<file path="config.mk">
export PLATFORM = sky130hd
export DESIGN_NAME = alu_decode_stage
export DESIGN_NICKNAME = d
export VERILOG_FILES = /design/src/rtl/alu_decode_stage.sv
export SDC_FILE = /design/constraint.sdc
export NUM_CORES = 1
export LEC_CHECK = 0
export BUFFER_PORTS_ARGS = -buffer_cell sky130_fd_sc_hd__buf_2
export CAP_MARGIN = 20
export CELL_PAD_IN_SITES_DETAIL_PLACEMENT = 0
export CELL_PAD_IN_SITES_GLOBAL_PLACEMENT = 1
export CORE_UTILIZATION = 33
export DETAILED_ROUTE_END_ITERATION = 8
export GPL_TIMING_DRIVEN = 0
export PLACE_DENSITY_LB_ADDON = 0.1
export SLEW_MARGIN = 20
export SYNTH_ARGS = -nofsm -noshare
export SYNTH_HDL_FRONTEND = slang
export SYNTH_SLANG_ARGS = --single-unit
</file>
<file path="constraint.sdc">
create_clock -name clk -period 6.95 [get_ports clk]
set_input_delay 1.39 -clock clk [delete_from_list [all_inputs] [get_ports clk]]
set_output_delay 1.39 -clock clk [all_outputs]
set_load 0.02 [all_outputs]
</file>
<file path="src/rtl/alu_decode_stage.sv">
// ---------------------------------------------------------------------------
// alu_decode_stage
//   RV32I decode stage feeding an ALU/EX stage. Decodes the ALU subset of
//   RV32I (R-type ALU ops and I-type ALU immediates) into ALU operands, an
//   ALU op code, a destination register and a write enable. It presents them
//   through a one-entry registered output buffer with valid/ready flow control.
//   Decodes it does not support are flagged as illegal and counted.
//
// Configuration macro:
//   ALU_DEC_UTYPE_EN  when defined, LUI and AUIPC are decoded
//                     (LUI -> pass-b, AUIPC -> pc + imm); when undefined,
//                     they decode as illegal.
//
// Ports:
//   clk          sole clock, rising edge
//   rst          asynchronous active-high reset
//   in_valid     instruction/operands present        (input)
//   in_ready     stage can take an instruction        (output)
//   instr        RV32I instruction word               (input, 32)
//   pc           address of instr                     (input, 32)
//   rs1_data     register operand 1                   (input, 32)
//   rs2_data     register operand 2                   (input, 32)
//   flush        synchronous kill of held + incoming instruction
//   out_valid    registered result valid              (output)
//   out_ready    EX stage accepts the result          (input)
//   alu_a/alu_b  ALU operands                         (output, 32)
//   alu_op       0 add,1 sub,2 and,3 or,4 xor,5 sll,6 srl,7 sra,8 pass-b
//   rd           destination register index          (output, 5)
//   reg_write    result must be written to rd         (output)
//   illegal      instruction was not decodable        (output)
//   illegal_cnt  saturating count of accepted illegal instructions (output, 8)
//
// Handshake: a transfer happens on a rising edge where valid and ready are
// both high. The producer holds valid and payload stable until that edge.
// The stage accepts whenever its output buffer is empty, is being drained
// this cycle, or is being flushed. The registered payload never changes
// while out_valid is high and out_ready is low.
// ---------------------------------------------------------------------------
module alu_decode_stage (
  input  logic        clk,
  input  logic        rst,
  input  logic        in_valid,
  output logic        in_ready,
  input  logic [31:0] instr,
  input  logic [31:0] pc,
  input  logic [31:0] rs1_data,
  input  logic [31:0] rs2_data,
  input  logic        flush,
  output logic        out_valid,
  input  logic        out_ready,
  output logic [31:0] alu_a,
  output logic [31:0] alu_b,
  output logic [3:0]  alu_op,
  output logic [4:0]  rd,
  output logic        reg_write,
  output logic        illegal,
  output logic [7:0]  illegal_cnt
);

  localparam logic [3:0] ALU_ADD  = 4'b0000;
  localparam logic [3:0] ALU_SUB  = 4'b0001;
  localparam logic [3:0] ALU_AND  = 4'b0010;
  localparam logic [3:0] ALU_OR   = 4'b0011;
  localparam logic [3:0] ALU_XOR  = 4'b0100;
  localparam logic [3:0] ALU_SLL  = 4'b0101;
  localparam logic [3:0] ALU_SRL  = 4'b0110;
  localparam logic [3:0] ALU_SRA  = 4'b0111;
  localparam logic [3:0] ALU_PASS = 4'b1000;

  localparam logic [6:0] OPC_OP     = 7'b0110011;
  localparam logic [6:0] OPC_OP_IMM = 7'b0010011;
  localparam logic [6:0] OPC_LUI    = 7'b0110111;
  localparam logic [6:0] OPC_AUIPC  = 7'b0010111;

  localparam logic [6:0] F7_BASE = 7'b0000000;
  localparam logic [6:0] F7_ALT  = 7'b0100000;

  logic [6:0]  opcode;
  logic [2:0]  funct3;
  logic [6:0]  funct7;
  logic [31:0] imm_i;
  logic [31:0] shamt_i;
  logic [31:0] imm_u;

  assign opcode  = instr[6:0];
  assign funct3  = instr[14:12];
  assign funct7  = instr[31:25];
  assign imm_i   = {{20{instr[31]}}, instr[31:20]};
  assign shamt_i = {27'b0, instr[24:20]};
  assign imm_u   = {instr[31:12], 12'b0};

  // Register-index field rs1 is consumed upstream (operands arrive as data).
  logic unused_rs1_field;
  assign unused_rs1_field = ^instr[19:15];

  // -------------------------------------------------------------------------
  // Combinational decode. Operands are only driven inside legal branches, so
  // an illegal decode falls through to op=add, a=b=0.
  // -------------------------------------------------------------------------
  logic        dec_legal;
  logic [3:0]  dec_op;
  logic [31:0] dec_a;
  logic [31:0] dec_b;

  always_comb begin
    dec_legal = 1'b0;
    dec_op    = ALU_ADD;
    dec_a     = 32'b0;
    dec_b     = 32'b0;
    case (opcode)
      OPC_OP: begin
        if (funct7 == F7_BASE) begin
          dec_legal = 1'b1;
          case (funct3)
            3'b000:  dec_op = ALU_ADD;
            3'b001:  dec_op = ALU_SLL;
            3'b100:  dec_op = ALU_XOR;
            3'b101:  dec_op = ALU_SRL;
            3'b110:  dec_op = ALU_OR;
            3'b111:  dec_op = ALU_AND;
            default: dec_legal = 1'b0;  // slt, sltu
          endcase
        end else if (funct7 == F7_ALT) begin
          dec_legal = 1'b1;
          case (funct3)
            3'b000:  dec_op = ALU_SUB;
            3'b101:  dec_op = ALU_SRA;
            default: dec_legal = 1'b0;
          endcase
        end
        if (!dec_legal) begin
          dec_op = ALU_ADD;
        end else begin
          dec_a = rs1_data;
          dec_b = rs2_data;
        end
      end
      OPC_OP_IMM: begin
        dec_a = rs1_data;
        dec_b = imm_i;
        case (funct3)
          3'b000: begin dec_legal = 1'b1; dec_op = ALU_ADD; end
          3'b100: begin dec_legal = 1'b1; dec_op = ALU_XOR; end
          3'b110: begin dec_legal = 1'b1; dec_op = ALU_OR;  end
          3'b111: begin dec_legal = 1'b1; dec_op = ALU_AND; end
          3'b001: begin
            dec_b = shamt_i;
            if (funct7 == F7_BASE) begin
              dec_legal = 1'b1;
              dec_op    = ALU_SLL;
            end
          end
          3'b101: begin
            dec_b = shamt_i;
            if (funct7 == F7_BASE) begin
              dec_legal = 1'b1;
              dec_op    = ALU_SRL;
            end else if (funct7 == F7_ALT) begin
              dec_legal = 1'b1;
              dec_op    = ALU_SRA;
            end
          end
          default: dec_legal = 1'b0;  // slti, sltiu
        endcase
        if (!dec_legal) begin
          dec_op = ALU_ADD;
          dec_a  = 32'b0;
          dec_b  = 32'b0;
        end
      end
`ifdef ALU_DEC_UTYPE_EN
      OPC_LUI: begin
        dec_legal = 1'b1;
        dec_op    = ALU_PASS;
        dec_a     = 32'b0;
        dec_b     = imm_u;
      end
      OPC_AUIPC: begin
        dec_legal = 1'b1;
        dec_op    = ALU_ADD;
        dec_a     = pc;
        dec_b     = imm_u;
      end
`endif
      default: begin
        dec_legal = 1'b0;
      end
    endcase
  end

`ifndef ALU_DEC_UTYPE_EN
  // Without U-type support neither the pc nor the upper immediate is used.
  logic unused_utype;
  assign unused_utype = ^{pc, imm_u, OPC_LUI, OPC_AUIPC, ALU_PASS};
`endif

  // -------------------------------------------------------------------------
  // Flow control and output buffer
  // -------------------------------------------------------------------------
  logic accept;

  assign in_ready = !out_valid || out_ready || flush;
  assign accept   = in_valid && in_ready;

  always_ff @(posedge clk or posedge rst) begin
    if (rst) begin
      out_valid   <= 1'b0;
      alu_a       <= 32'b0;
      alu_b       <= 32'b0;
      alu_op      <= ALU_ADD;
      rd          <= 5'b0;
      reg_write   <= 1'b0;
      illegal     <= 1'b0;
      illegal_cnt <= 8'b0;
    end else if (flush) begin
      // Flush kills both the held result and any instruction arriving now;
      // the payload registers are left alone since out_valid masks them.
      out_valid <= 1'b0;
    end else if (accept) begin
      out_valid <= 1'b1;
      alu_a     <= dec_a;
      alu_b     <= dec_b;
      alu_op    <= dec_op;
      rd        <= instr[11:7];
      reg_write <= dec_legal && (instr[11:7] != 5'd0);
      illegal   <= !dec_legal;
      if (!dec_legal && (illegal_cnt != 8'hFF)) begin
        illegal_cnt <= illegal_cnt + 8'd1;
      end
    end else if (out_ready) begin
      out_valid <= 1'b0;
    end
  end

endmodule

</file>
Yosys cells after proc, flatten, opt, wreduce, memory -nomap -nowiden
Index checks and enable logic that the tools add are counted.

Muxes and demuxes: 32. Bitwise gates (word level): 1. Add/sub/neg operators: 1. Reduce and logical (&&, ||, !) cells: 17. Equal/unequal tests: 9.

Operators by type and width (number): 32-bit two-way mux (5); 32-bit one-hot mux with 2 select lines (2); 3-bit one-hot mux with 5 select lines (2); 7-bit by 6-bit == test with 1-bit output (second input constant) (2); 3-bit == test (second input constant) (4); 1-bit two-way mux (12); 3-bit two-way mux (4); 4-bit two-way mux (3); 8-bit by 1-bit adder with 8-bit output (second input constant) (1); 8-bit != test (second input constant) (1); 4-bit one-hot mux with 2 select lines (1); 7-bit by 5-bit == test with 1-bit output (second input constant) (1); 7-bit logical NOT (1); 3-bit one-hot mux with 2 select lines (1); 6-bit OR reduction (1); 5-bit nonzero test (1); 2-bit OR reduction (2); 4-bit OR reduction (1); 3-bit by 1-bit == test with 1-bit output (second input constant) (1); 1-bit logical AND (3); 3-bit logical NOT (1); 1-bit one-hot mux with 3 select lines (1); 3-bit AND reduction (1); 3-bit nonzero test (1); 5 further kinds (7).

Register bits after elaboration: 84. Output and inout bits: 85.

Depth between registers and ports, before layout
Gate-level depths: netlist of the first run.

Word-level depth: 10. Depth in mapped cells: 9. Depth with buffers taken out: 5.

Worst setup path before layout of the first run
OpenSTA, ideal clock, no wires.

Kind: input port to output port. Start point: in out_ready. End point: out in_ready. Path buffers: 0. Path slack: 3.851 ns. Stages: 2. Data arrival time: 1.709 ns. Required time: 5.560 ns. Cells stage by stage: nor2b_1 > nand2b_1.

Longest elaborated chain between the ends: 2.

RTL lines: start: declaration (RTL line 50) `input logic out_ready,`; 1-bit logical OR (2 in series) (RTL line 202) `assign in_ready = !out_valid || out_ready || flush;`; end: declaration (RTL line 43) `output logic in_ready,`.

Every way passes these cells.

Final worst setup path of the first run
Ends and elaborated chain as after synthesis.

==> results of run 1 <==
==> state kept, by name, summed over array words and instances (netlist names) <==
register	flops
alu_a	32
alu_b	32
illegal_cnt	8
rd	5
alu_op	3
illegal	1
out_valid	1
reg_write	1
==> cell type report <==
type                            count  area (um2)
Clock buffer                       12         256
Inverter                            3        13.8
Buffer                             33         184
Multi-Input combinational cell    288        1500
Timing Repair Buffer              179         918
Fill cell                        1111        5810
Tap cell                          140         175
Clock inverter                      4        48.8
Sequential cell                    83        2080
==> layer usage <==
layer | share of wire [%] | wire, um | track usage [%] | up-vias
met3 | 6.2 | 690 | 4.30 | 9
met1 | 46 | 5110 | 26.1 | 1705
met5 | 0 | 0 | 0 | -
met2 | 47 | 5290 | 31.5 | 126
li1 | - | - | - | 1763
met4 | 1.0 | 117 | 5.79 | 0
==> how the worst max path moves through the flow <==
stage / startpoint / end / slack [ps] / cells after the start
6_report: out_ready / in_ready / 3640 / 4
5_1_grt: out_ready / in_ready / 3570 / 4
3_3_place_gp: rst / illegal_cnt[3]$_DFFE_PP0P_ / 2220 / 2
3_5_place_dp: instr[13] / alu_a[16]$_DFFE_PP0P_ / 3600 / 8
2_1_floorplan: rst / alu_a[0]$_DFFE_PP0P_ / 3420 / 1
4_1_cts: out_ready / in_ready / 3630 / 4
==> Yosys cell counts (all sizes together) <==
library cell	count
o22ai	1
buf	12
nor4	7
clkbuf	21
a31o	1
dfrtp	83
a31oi	3
a32oi	6
and4	3
or4	1
o21ai	37
o211ai	1
o21a	1
ha	1
and3	2
nand4	5
nand2	124
conb	1
nor2	16
a221oi	5
inv	3
or2	1
xor2	8
and4bb	1
nand2b	7
nor3	1
nor4b	1
mux2	2
nor2b	2
o31ai	4
nand3	46
==> cells by family after synthesis <==
| kind of cell | count (synthesis) | synth area share [%] |
|---|---|---|
| compound gates | 59 | 9.56 |
| xor+xnor | 8 | 1.86 |
| fa+ha+maj | 1 | 0.332 |
| buf+inv | 36 | 5.18 |
| flops | 83 | 55.1 |
| mux | 2 | 0.597 |
| other cells | 1 | 0.0995 |
| simple gates | 217 | 27.3 |
==> stage by stage <==
stage               setup WS [ps]  cells
global placement             2220    725
detailed placement           3600    726
global route                 3570    742
CTS                          3630    742
floorplan                    3420    407
finish                       3640    742
==> report_power, final <==
group	internal [mW]	total (mW)	switching, mW	leakage (nW)
Clock	0.298	0.488	0.190	0.153
Combinational	0.0697	0.186	0.116	1.51
Sequential	0.510	0.537	0.0267	1.13
Total	0.877	1.21	0.333	2.79
==> worst max-delay path: cells and delay by family <==
family                 cells  cell delay, ps
buffers and inverters      2             260
AND/OR/NAND/NOR            2             270
==> cells in the final DEF (no fill, tap or decap), drive strengths merged, types with 2 or more instances in the layout <==
cell and instances:
nor2b 2, nand3 46, dfrtp 83, clkinv 3
a221oi 5, nand2 124, and4 3, nor2 16
buf 191, and3 2, nand4 5, mux2 2
a32oi 6, nor4 7, o31ai 4, a31oi 3
clkbuf 33, inv 3, o21ai 37, nand2b 7
xor2 8
==> summary by stage, run 1 <==
Status
The flow ran to the end, and the final reports show no timing, DRC or antenna violations.

STA
On the final layout, the worst hold slack is 467 ps. Setup violations remaining at the end of the flow were counted as 0. At the pin with the least slew margin, the transition time is 700 ps. The sum of negative setup slack is 0 ps. The count of final max-slew check failures is 0. The worst path in the final design needs a cycle of 3310 ps, including I/O delays and setup. Based on the critical path, the design can be clocked at up to 302 MHz. The hold violation count in the final report was 0. The max-slew headroom at the worst pin is 53.4%. The fraction of the cycle the final worst path needs is 47.6%. Setup repair after global routing left no endpoint under its margin. The maximum clock skew at final layout is 3.50 ps.

Worst setup path
The arrival time at the worst endpoint is 1920 ps. The path type of the worst setup path is in2out. The launch point of the worst reg-to-reg path is out_valid$_DFFE_PP0P_. The largest driver fanout on the critical path is 3. Traced cell by cell, the critical path runs through buf_2 -> nor2b_1 -> nand2b_1 -> buf_2. The critical path's most frequent cell is buf_2. The worst setup path is captured at a primary output. At the worst endpoint, the required time is 5560 ps. For this run, the slowest stage of the critical path takes 180 ps. The critical register-to-register path endpoint is illegal_cnt[6]$_DFFE_PP0P_. The worst setup path is launched from an input pin.

The largest individual stage delay along the critical path comes from the cell nor2b_1. Setup slack on the worst reg-to-reg path comes out at 4740 ps. The number of cells on the worst reg-to-reg path is 6.

Floorplanning
The height of the chip is 109 um. The cell row count is 38. The floorplan step defined a die boundary enclosing 11900 um2. The number of top-level pins is 218. After floorplanning, the core was sized to cover 11000 um2. The die is 109 um wide. The initial cell density of the core is 34.3%.

Synth
The cell area after synthesis is 3770 um2. Counting flops and latches in the post-synthesis netlist gives 83. The net count after synthesis is 541. The largest total area in the synthesized netlist belongs to dfrtp_1. The synthesis warning total is 0. After synthesis, the largest area contributor takes up 55.1% of total cell area.

After synthesis, the cell types taking the most area are dfrtp_1 55%, nand2_1 12%, nand3_1 6.1%. The sequential share of the synthesized area is 55.1%. Synthesis instantiated 39 different standard cells from the library. The mean instance size in the synthesized netlist is 9.26 um2. The cell count after synthesis came out at 407.

Clock network
The total CTS buffers is 9. Clock latency on the worst-skew pair, taken at its later pin, is 330 ps. The maximum level of the CTS H-tree is 3. The clock net in this run drives a total of 83 sinks.

The tree is rooted in a clkbuf_16. TritonCTS built the clock tree. The count of hold-fix buffers inserted at cts is 0. The post-CTS setup buffer count is 0.

The number of gates resized after CTS is 0. The clock transition time at the flip-flop clock pins of the worst setup and hold paths is 60 ps. The maximum clock path buffer count is 2.

Cells and area
The fraction of layout instances using a drive strength above 1 is 36.5%. The post-layout net count is 731. The number of antenna diodes in the final layout is 0. The share of the core filled with cells is 47.1%. The design area is 5170 um2. Relative to the synthesized area, the layout overhead comes to 37.2%.

Detailed routing
The total routed wirelength is 11.2 mm. In this run, the number of DRC markers left after iteration 0 of detailed routing was 164. The routed layout has 3603 vias. In the routed layout, each cell is associated on average with a via count of 4.86. The number of nets with antenna violations after routing is 0. The DRC violation count after routing is 0. Dividing the detail-routed wire length by the instance count gives 15.1 um. For this run, the detailed router's first-pass iteration total came to 4.

Min path
The kind of path behind the tightest hold check is reg2reg. The start point of the worst min-delay path is alu_b[10]$_DFFE_PP0P_. The worst hold path terminates at alu_b[10]$_DFFE_PP0P_. The worst hold path passes through 2 cells.

GRT
The initial antenna violation count came to 0. For this run, the total global-route usage over all layers was measured as 19.5%. The number of global-route vias before repair was 3495. The overall overflow remaining after global route is 0.

The maximum number of pins on one net before global-route repair is 43. The wire length of the first global-routing pass is 17.6 mm.

Placement
The instance area at placement is 4870 um2. The sum of net half-perimeters after detailed placement is 8.32 mm. The congestion estimate from routability-driven global placement came to 0.782. The number of port buffers is 178.

Flow run
Across the run, the number of max-cap violations was 0.

Power and ir drop
The post-route total power is 1.21 mW. The power per cell area is 234 nW/um2. Summed over all cells, the static leakage comes to 2.79 nW. The worst-case IR drop observed on VDD is 134 uV.
No activity file was read; power rests on OpenSTA's default activity.
==> run 2, diff against run 1 <==
Settings changed: ABC_AREA set to 1, CORE_UTILIZATION 33 to 32.
Clock period 6.95 ns to 3.1 ns, I/O delays scaled along.
==> run 2 against run 1 <==
Worst hold slack worse by 150 ps. First-iteration DRC count up 12%. Core utilization down 3.4 points. Synthesized area up 15%. Non-clock buffer count down 5. Combinational power up 80%. Routed wire length up 14%. Via count up 14%. Cell area up 11%. Cell count up 21%. Die area up 18%. Critical endpoint is now illegal_cnt[2]$_DFFE_PP0P_. Largest power group unchanged.
==> summary by stage, run 2 <==
GRT
The wire length of the first global-routing pass was 20.9 mm (+19%). The maximum number of pins on one net before global-route repair is 49 (+14%). The overall overflow remaining after global route is 0 (unchanged). The initial antenna violation count came to 0 (unchanged). The number of global-route vias before repair is 3934 (+13%). The overall track demand over capacity in global routing is 19.1% (-0.44 points).

Worst setup path
The path type of the worst setup path is reg2reg. Grouping stages by cell kind, the critical path spends the most delay in simple AND/OR/NAND/NOR gates. Following the worst setup path forward leads to its endpoint at illegal_cnt[2]$_DFFE_PP0P_. Walking the worst path, the cells encountered are ha_1 -> nand3_1 -> nor2_1 -> nand3_1 -> nand4_2 -> nand2_1 -> nand2_1.

In this run the critical register-to-register path is captured at illegal_cnt[2]$_DFFE_PP0P_. The launch point of the worst reg-to-reg path is illegal_cnt[0]$_DFFE_PP0P_. The worst-case register-to-register setup slack is 1340 ps (-3400 ps).

The largest driver fanout on the critical path is 9 (+6). The arrival time at the worst endpoint came to 2040 ps (+120 ps). The worst setup path is launched from a register. The required time of the critical path is 3390 ps (-2170 ps). The number of gates on the worst path with buffers counted is 7 (+3). In this run the worst setup path begins at illegal_cnt[0]$_DFFE_PP0P_.

The peak per-stage delay on the critical path is 410 ps (+230 ps). The worst setup path is captured at a register. The buffers plus inverters on the worst setup path is 0 (-2). The cell at the slowest stage of the critical path is dfrtp_1. The depth of the worst register-to-register path is 7 (+1).

Cells and area
The library cells used most frequently in the layout, excluding fill and tap cells, are 250 x nand2_1, 192 x buf_2, 83 x dfrtp_1, 62 x nand3_1, 33 x nand3_2. The post-layout net count is 852 (+17%). The fraction of layout instances using a drive strength above 1 was 38.7% (+2.2 points). The largest registers in the layout are alu_a: 32 flops, alu_b: 32 flops, illegal_cnt: 8 flops. The count of non-filler cells in the finished layout is 899 (+21%).

The antenna diode count was 0 (unchanged). From synthesis to final layout, the design area changed by 33.4%. The library cell used most frequently in the layout, excluding fill and tap cells, is nand2_1.

The design area is 5760 um2 (+11%).

Synth
The complex-gate fraction of the synthesized area is 1.45% (-8.1 points). The area share of fa/ha/maj cells after synthesis is 0.290% (-0.042 points). The net count after synthesis is 662 (+22%). The count of state elements after synthesis was 83 (unchanged). The share of cell area taken by muxes after synthesis is 0% (-0.60 points). The share of the synthesized area in the top cell type was 48.1% (-7.0 points). The async set or reset register ratio after synthesis was 100% (unchanged). After synthesis, the largest family of logic cells by area is simple AND/OR/NAND/NOR gates. The number of distinct library cells after synthesis is 29 (-26%).

The most repeated cell in the gate-level netlist after synthesis is nand2_1. dfrtp_1 takes more of the synthesized area than any other cell. By area the synthesized netlist is led by dfrtp_1 48%, nand2_1 22%, nand3_2 7.7%.

The area share of and/or/nand/nor cells after synthesis is 43.0% (+16 points). The number of flops mapped to enable cells by yosys is 0 (unchanged). The cell area after synthesis is 4320 um2 (+15%). The gate count of the mapped netlist came to 528 (+30%).

The synthesized-area fraction occupied by xor and xnor cells is 1.22% (-0.64 points). The mean instance size in the synthesized netlist is 8.18 um2 (-12%). By count the netlist is led by 250 x nand2_1, 83 x dfrtp_1, 62 x nand3_1. The synthesis warning total is 0 (unchanged). The sequential share of the synthesized area came to 48.1% (-7.0 points).

The predominant post-synthesis flop cell is dfrtp_1.

STA
The count of final setup violators is 0 (unchanged). The max-slew headroom at the worst pin was 66.9% (+14 points). The count of final max-slew check failures came to 0 (unchanged).

The sum of negative setup slack came to 0 ps (unchanged). The worst-margin pin slew was 492 ps (-208 ps). Setup repair after global routing left no endpoint under its margin. The fraction of the cycle the final worst path needs is 56.6%. For this run, the top clock speed supported by timing is 570 MHz. The smallest clock period supported by the final layout is computed as 1760 ps.

The hold violation count in the final report is 0 (unchanged). The maximum clock skew at final layout is 6.01 ps (+2.51 ps).

Detailed routing
The number of DRC markers in iteration 0 is 184 (+12%). The ratio of routed vias to standard cells came to 4.56 (-6.0%). The number of nets with antenna violations after routing came to 0 (unchanged). The DRC violation count after routing is 0 (unchanged). The total routed wirelength is 12.8 mm (+14%).

The number of vias in the routed layout was 4103 (+14%). The final routed wire length divided by cell count is 14.2 um (-6.0%). The total iterations of the first detailed-routing run came to 6 (+2).

Clock network
The maximum clock path buffer count is 2 (unchanged). The master cell of the clock root buffer is clkbuf_16. The number of sinks handled by clock tree synthesis is 83 (unchanged). The count of hold-fix buffers inserted at cts is 0 (unchanged). The TritonCTS clock tree is yes. The total CTS buffers is 9 (unchanged). The number of gates resized after CTS is 0 (unchanged).

The clock transition time at the flip-flop clock pins of the worst setup and hold paths is 70 ps (about the same). The clock latency on the worst-skew pair is 340 ps (about the same). The maximum level of the CTS H-tree came to 3 (unchanged).

The post-CTS setup buffer count is 0 (unchanged).

Placement
The number of port buffers is 178 (unchanged). The total instance count after detailed placement is 883 (+22%). The global placement routability congestion is 0.832 (+6.4%).

The instance area at placement is 5460 um2 (+12%). The sum of net half-perimeters after detailed placement was 9.54 mm (+15%).

Floorplanning
The overall die area came to 14000 um2 (+18%). The height of the chip came to 118 um (+8.5%). The chip width is 118 um (+8.5%). The cell row count came to 42 (+11%). The number of top-level pins is 218 (unchanged). The initial cell density of the core is 32.7% (-1.6 points).

The area of the placeable core is 13200 um2 (+20%).

Status
The flow ran to the end, and the final reports show no timing, DRC or antenna violations.

Power and ir drop
The leakage power was 3.45 nW (+24%). The post-route total power is 2.61 mW (+120%). The power per cell area was 452 nW/um2 (+93%). The peak ir drop on the vdd network is 337 uV (+150%).

Min path
The kind of path behind the tightest hold check is in2async.

Flow run
The number of max-cap violations is 0 (unchanged).
[run 2: cell types whose count changed after synthesis, moves of 7 or more]
cell      previous run  this run
clkbuf_1            18         3
inv_2                0         8
buf_2                3        14
nand3_1             46        62
nor2_2               0         7
o21ai_0             37         8
nand3_2              0        33
nand2_1            124       250
[run 2: worst min-delay path by stage]
stage / from / end / slack (ps) / cells after the start
6_report: rst / alu_b[21]$_DFFE_PP0P_ / 310 / 2
5_1_grt: rst / alu_b[21]$_DFFE_PP0P_ / 350 / 2
4_1_cts: rst / alu_b[21]$_DFFE_PP0P_ / 320 / 2
3_5_place_dp: alu_a[22]$_DFFE_PP0P_ / alu_a[22]$_DFFE_PP0P_ / 460 / 2
3_3_place_gp: alu_b[8]$_DFFE_PP0P_ / alu_b[8]$_DFFE_PP0P_ / 460 / 2
2_1_floorplan: alu_a[13]$_DFFE_PP0P_ / alu_a[13]$_DFFE_PP0P_ / 580 / 2
[run 2: cells by family (layout without fill, tap and decap cells)]
family / count (synthesis) / after routing
AO/OA/AOI/OAI: 12 / 12
adder cells (fa/ha/maj): 1 / 1
buffers and inverters: 42 / 237
other: 1 / 1
XOR/XNOR: 6 / 6
AND/OR/NAND/NOR: 383 / 383
flip-flops: 83 / 83
[run 2: cell type report]
class / instances / area, um2
buffer: 28 / 201
timing repair buffer: 179 / 918
clock buffer: 11 / 243
clock inverter: 5 / 60.1
tap: 176 / 220
sequential: 83 / 2080
multi-input combinational: 403 / 1990
inverter: 14 / 55.1
fill: 1435 / 7430
[run 2: where the power goes]
group,switching (mW),internal [mW]
combinational,0.208,0.127
sequential,0.0431,1.12
clock,0.457,0.650
[run 2: routing by layer]
metal  vias up  routed length [um]  GRT usage (%)
met4         0                 196           6.81
met1      1914                5960           25.4
li1       2058                   -              -
met3        17                 684           3.67
met2       114                5910           30.8
met5         -                   0              0
[run 2: per-stage QoR]
stage,setup slack [ps],hold WS [ps],utilization (%)
floorplan,343,585,-
global placement,-884,457,41.1
detailed placement,989,460,41.4
CTS,1310,320,43.7
global route,1120,348,43.7
finish,1340,313,43.7
==> run 3, diff against run 2 <==
Settings changed: ABC_AREA 1 to 0, CORE_UTILIZATION 32 to 28.
Clock period 3.1 ns to 1.5 ns, I/O delays scaled along.
==> run 3 against run 2 <==
The flow now finishes with violations (negative setup slack). Total power up 120%. Critical path depth down 1. Worst hold slack worse by 290 ps. Sequential power up 120%. Cell area up 14%. Worst setup slack worse by 1400 ps. Global-route usage down 0.78 points. Die area down 0.19%. Combinational power rose to 3.5 times the previous value. Cell count down 8.7%. Fmax up 12%. Critical path type unchanged. Largest power group unchanged.
==> summary by stage, run 3 (same netlist as run 1, synthesis figures left out) <==
STA
The hold violation count in the final report is 0 (unchanged). The max-slew headroom at the worst pin came to 61.0% (-5.9 points). The achievable clock frequency is 636 MHz (+12%). The maximum clock skew at final layout came to 8.05 ps (+2.04 ps).

Setup repair after global routing could not meet its margin everywhere. The count of final max-slew check failures was 0 (unchanged). The post-route minimum period came to 1570 ps (-184 ps). The count of final setup violators came to 23 (+23). The fraction of the cycle the final worst path needs came to 105% (+48 points).

The worst-margin pin slew came to 584 ps (+92.4 ps). The post-layout worst setup margin was -71.5 ps (-1420 ps).

Worst setup path
The endpoint type of the worst setup path is a register. The signal on the critical path passes through nor2b_4 -> nor2_4 -> clkbuf_16 -> nand4_1 -> nor4_2 -> mux2_2. On the critical path, the stage with the largest delay is an instance of dfrtp_2. The peak per-stage delay on the critical path was 400 ps (about the same). The arrival time at the worst endpoint is 1800 ps (-240 ps).

The critical path startpoint category is a register. The largest driver fanout on the critical path came to 6 (-3). In this run the worst setup path terminates at illegal_cnt[6]$_DFFE_PP0P_. The required time of the critical path was 1730 ps (-1660 ps). The endpoint identified for the worst register-to-register timing path is illegal_cnt[6]$_DFFE_PP0P_. The worst-case register-to-register setup slack is -70 ps (-1420 ps). The depth of the worst register-to-register path came to 6 (-1). The path type of the worst setup path is reg2reg.

In this run the worst setup path begins at out_valid$_DFFE_PP0P_. The startpoint identified for the worst register-to-register timing path is out_valid$_DFFE_PP0P_.

GRT
The maximum number of pins on one net before global-route repair was 27 (-45%). The overall overflow remaining after global route is 0 (unchanged). The overall track demand over capacity in global routing is 18.3% (-0.78 points).

The wire length of the first global-routing pass was 19.8 mm (-5.3%). The number of global-route vias before repair was 3694 (-6.1%). The initial antenna violation count is 0 (unchanged).

Floorplanning
The chip width is 118 um (about the same). The area of the placeable core is 13200 um2 (unchanged). The overall die area came to 13900 um2 (-0.19%).

The initial cell density of the core is 28.6% (-4.1 points). The height of the chip is 118 um (about the same). The cell row count is 42 (unchanged). The number of top-level pins came to 218 (unchanged).

Clock network
The clock latency on the worst-skew pair was 340 ps (about the same). The maximum level of the CTS H-tree is 3 (unchanged). The TritonCTS clock tree is yes. The number of sinks handled by clock tree synthesis was 83 (unchanged). The maximum clock path buffer count was 2 (unchanged).

The total CTS buffers is 9 (unchanged). The master cell of the clock root buffer is clkbuf_16. The clock transition time at the flip-flop clock pins of the worst setup and hold paths came to 60 ps (about the same).

Power and ir drop
The post-route total power is 5.81 mW (+120%). The peak ir drop on the vdd network came to 450 uV (+33%). The leakage power is 3.43 nW (-0.37%).

The power per cell area is 880 nW/um2 (+95%).

Status
The flow ran to the end, but the final reports show violations. The checks that failed: negative setup slack.

Detailed routing
The number of nets with antenna violations after routing was 0 (unchanged). The number of vias in the routed layout is 3848 (-6.2%). The number of DRC markers in iteration 0 came to 170 (-7.6%). The final routed wire length divided by cell count is 15.7 um (+10%). The total routed wirelength is 12.9 mm (+0.89%). The total iterations of the first detailed-routing run is 4 (-2).

The ratio of routed vias to standard cells is 4.69 (+2.7%). The DRC violation count after routing was 0 (unchanged).

Cells and area
The largest registers in the layout are alu_a: 32 flops, alu_b: 32 flops, illegal_cnt: 8 flops. The area of the multi-input gates is 2060 um2 (+3.6%). The count of non-filler cells in the finished layout is 821 (-8.7%). From synthesis to final layout, the design area changed by 74.9%. In the layout the commonest cells are 171 x buf_2, 122 x nand2_1, 78 x dfrtp_1, 32 x nand3_2, 31 x o21ai_2. The register area was 2080 um2 (+0.30%). The fraction of layout instances using a drive strength above 1 was 58.4% (+20 points). The most frequent standard cell in the layout excluding fill and tap cells is buf_2. The count of fill cells added during filler insertion is 1308 (-8.9%). The post-layout net count is 774 (-9.2%). The antenna diode count is 0 (unchanged).

Placement
The global placement routability congestion came to 0.747 (-10%). The total instance count after detailed placement came to 764 (-13%). The sum of net half-perimeters after detailed placement is 8.99 mm (-5.7%).

The number of port buffers is 178 (unchanged).

Flow run
The number of max-cap violations is 0 (unchanged).

Min path
The kind of path behind the tightest hold check is in2async.
[run 3: changes by cell type in the layout (fill, tap and decap cells not counted), moves of 8 or more]
| cell | change |
|---|---|
| buf_2 | -21 |
| buf_8 | +10 |
| buf_4 | +19 |
| buf_12 | +10 |
| buf_6 | +13 |
| o21ai_2 | +31 |
| nand2_1 | -128 |
| nand3_1 | -52 |
| inv_2 | -8 |
[run 3: report_power, final]
| part | total, mW | internal [mW] | switching, mW |
|---|---|---|---|
| clock network | 2.13 | 1.21 | 0.918 |
| logic | 1.16 | 0.532 | 0.632 |
| registers | 2.51 | 2.37 | 0.139 |
| total | 5.81 | 4.12 | 1.69 |
[run 3: worst min path at each step]
stage / cells after the start / end
2_1_floorplan: 2 / rd[0]$_DFFE_PP0P_
3_3_place_gp: 2 / alu_b[5]$_DFFE_PP0P_
3_5_place_dp: 2 / alu_a[17]$_DFFE_PP0P_
4_1_cts: 2 / alu_a[17]$_DFFE_PP0P_
5_1_grt: 2 / alu_a[17]$_DFFE_PP0P_
6_report: 2 / alu_a[17]$_DFFE_PP0P_
[run 3: repair_timing]
item	4_1_cts	5_1_grt
resized for setup	107	115
endpoints found under the hold margin	0	0
pin swaps	31	75
buffers inserted	14	25
gates cloned	5	3
hold buffers	0	0
endpoints found under the setup margin	82	79
[run 3: metrics by stage]
| step | area (um2) | setup slack [ps] | hold slack, ps | setup TNS [ps] | util, % |
|---|---|---|---|---|---|
| floorplan | 3900 | -273 | 405 | -9750 | - |
| global placement | 5010 | -763 | 448 | -87190 | 38.0 |
| detailed placement | 5080 | -808 | 396 | -48040 | 38.6 |
| CTS | 5930 | -151 | 28.4 | -1550 | 44.9 |
| global route | 6600 | -158 | 52.8 | -3850 | 50.0 |
| finish | 6600 | -71.5 | 17.8 | -927 | 50.0 |
[run 3: critical path, delay by kind of cell, from the launching register on]
kind          cells  cell delay, ps
flops             1             400
mux               1             360
buf+inv           1             170
simple gates      4             540
[run 3: cell type report]
class	instances	area share, %
plain buffers	30	5.71
well taps	176	3.34
flip-flops and latches	83	31.6
clock buffers	12	3.89
multi-input cells	288	31.2
inverters	3	0.228
repair buffers	225	23.7
clock inverters	4	0.360
[run 3: per-layer routing]
metal,global-route usage (%),wire [um],vias to the layer above
met5,0,0,-
li1,-,-,1862
met3,3.20,548,13
met1,24.6,5730,1862
met2,29.6,6430,111
met4,6.33,165,0
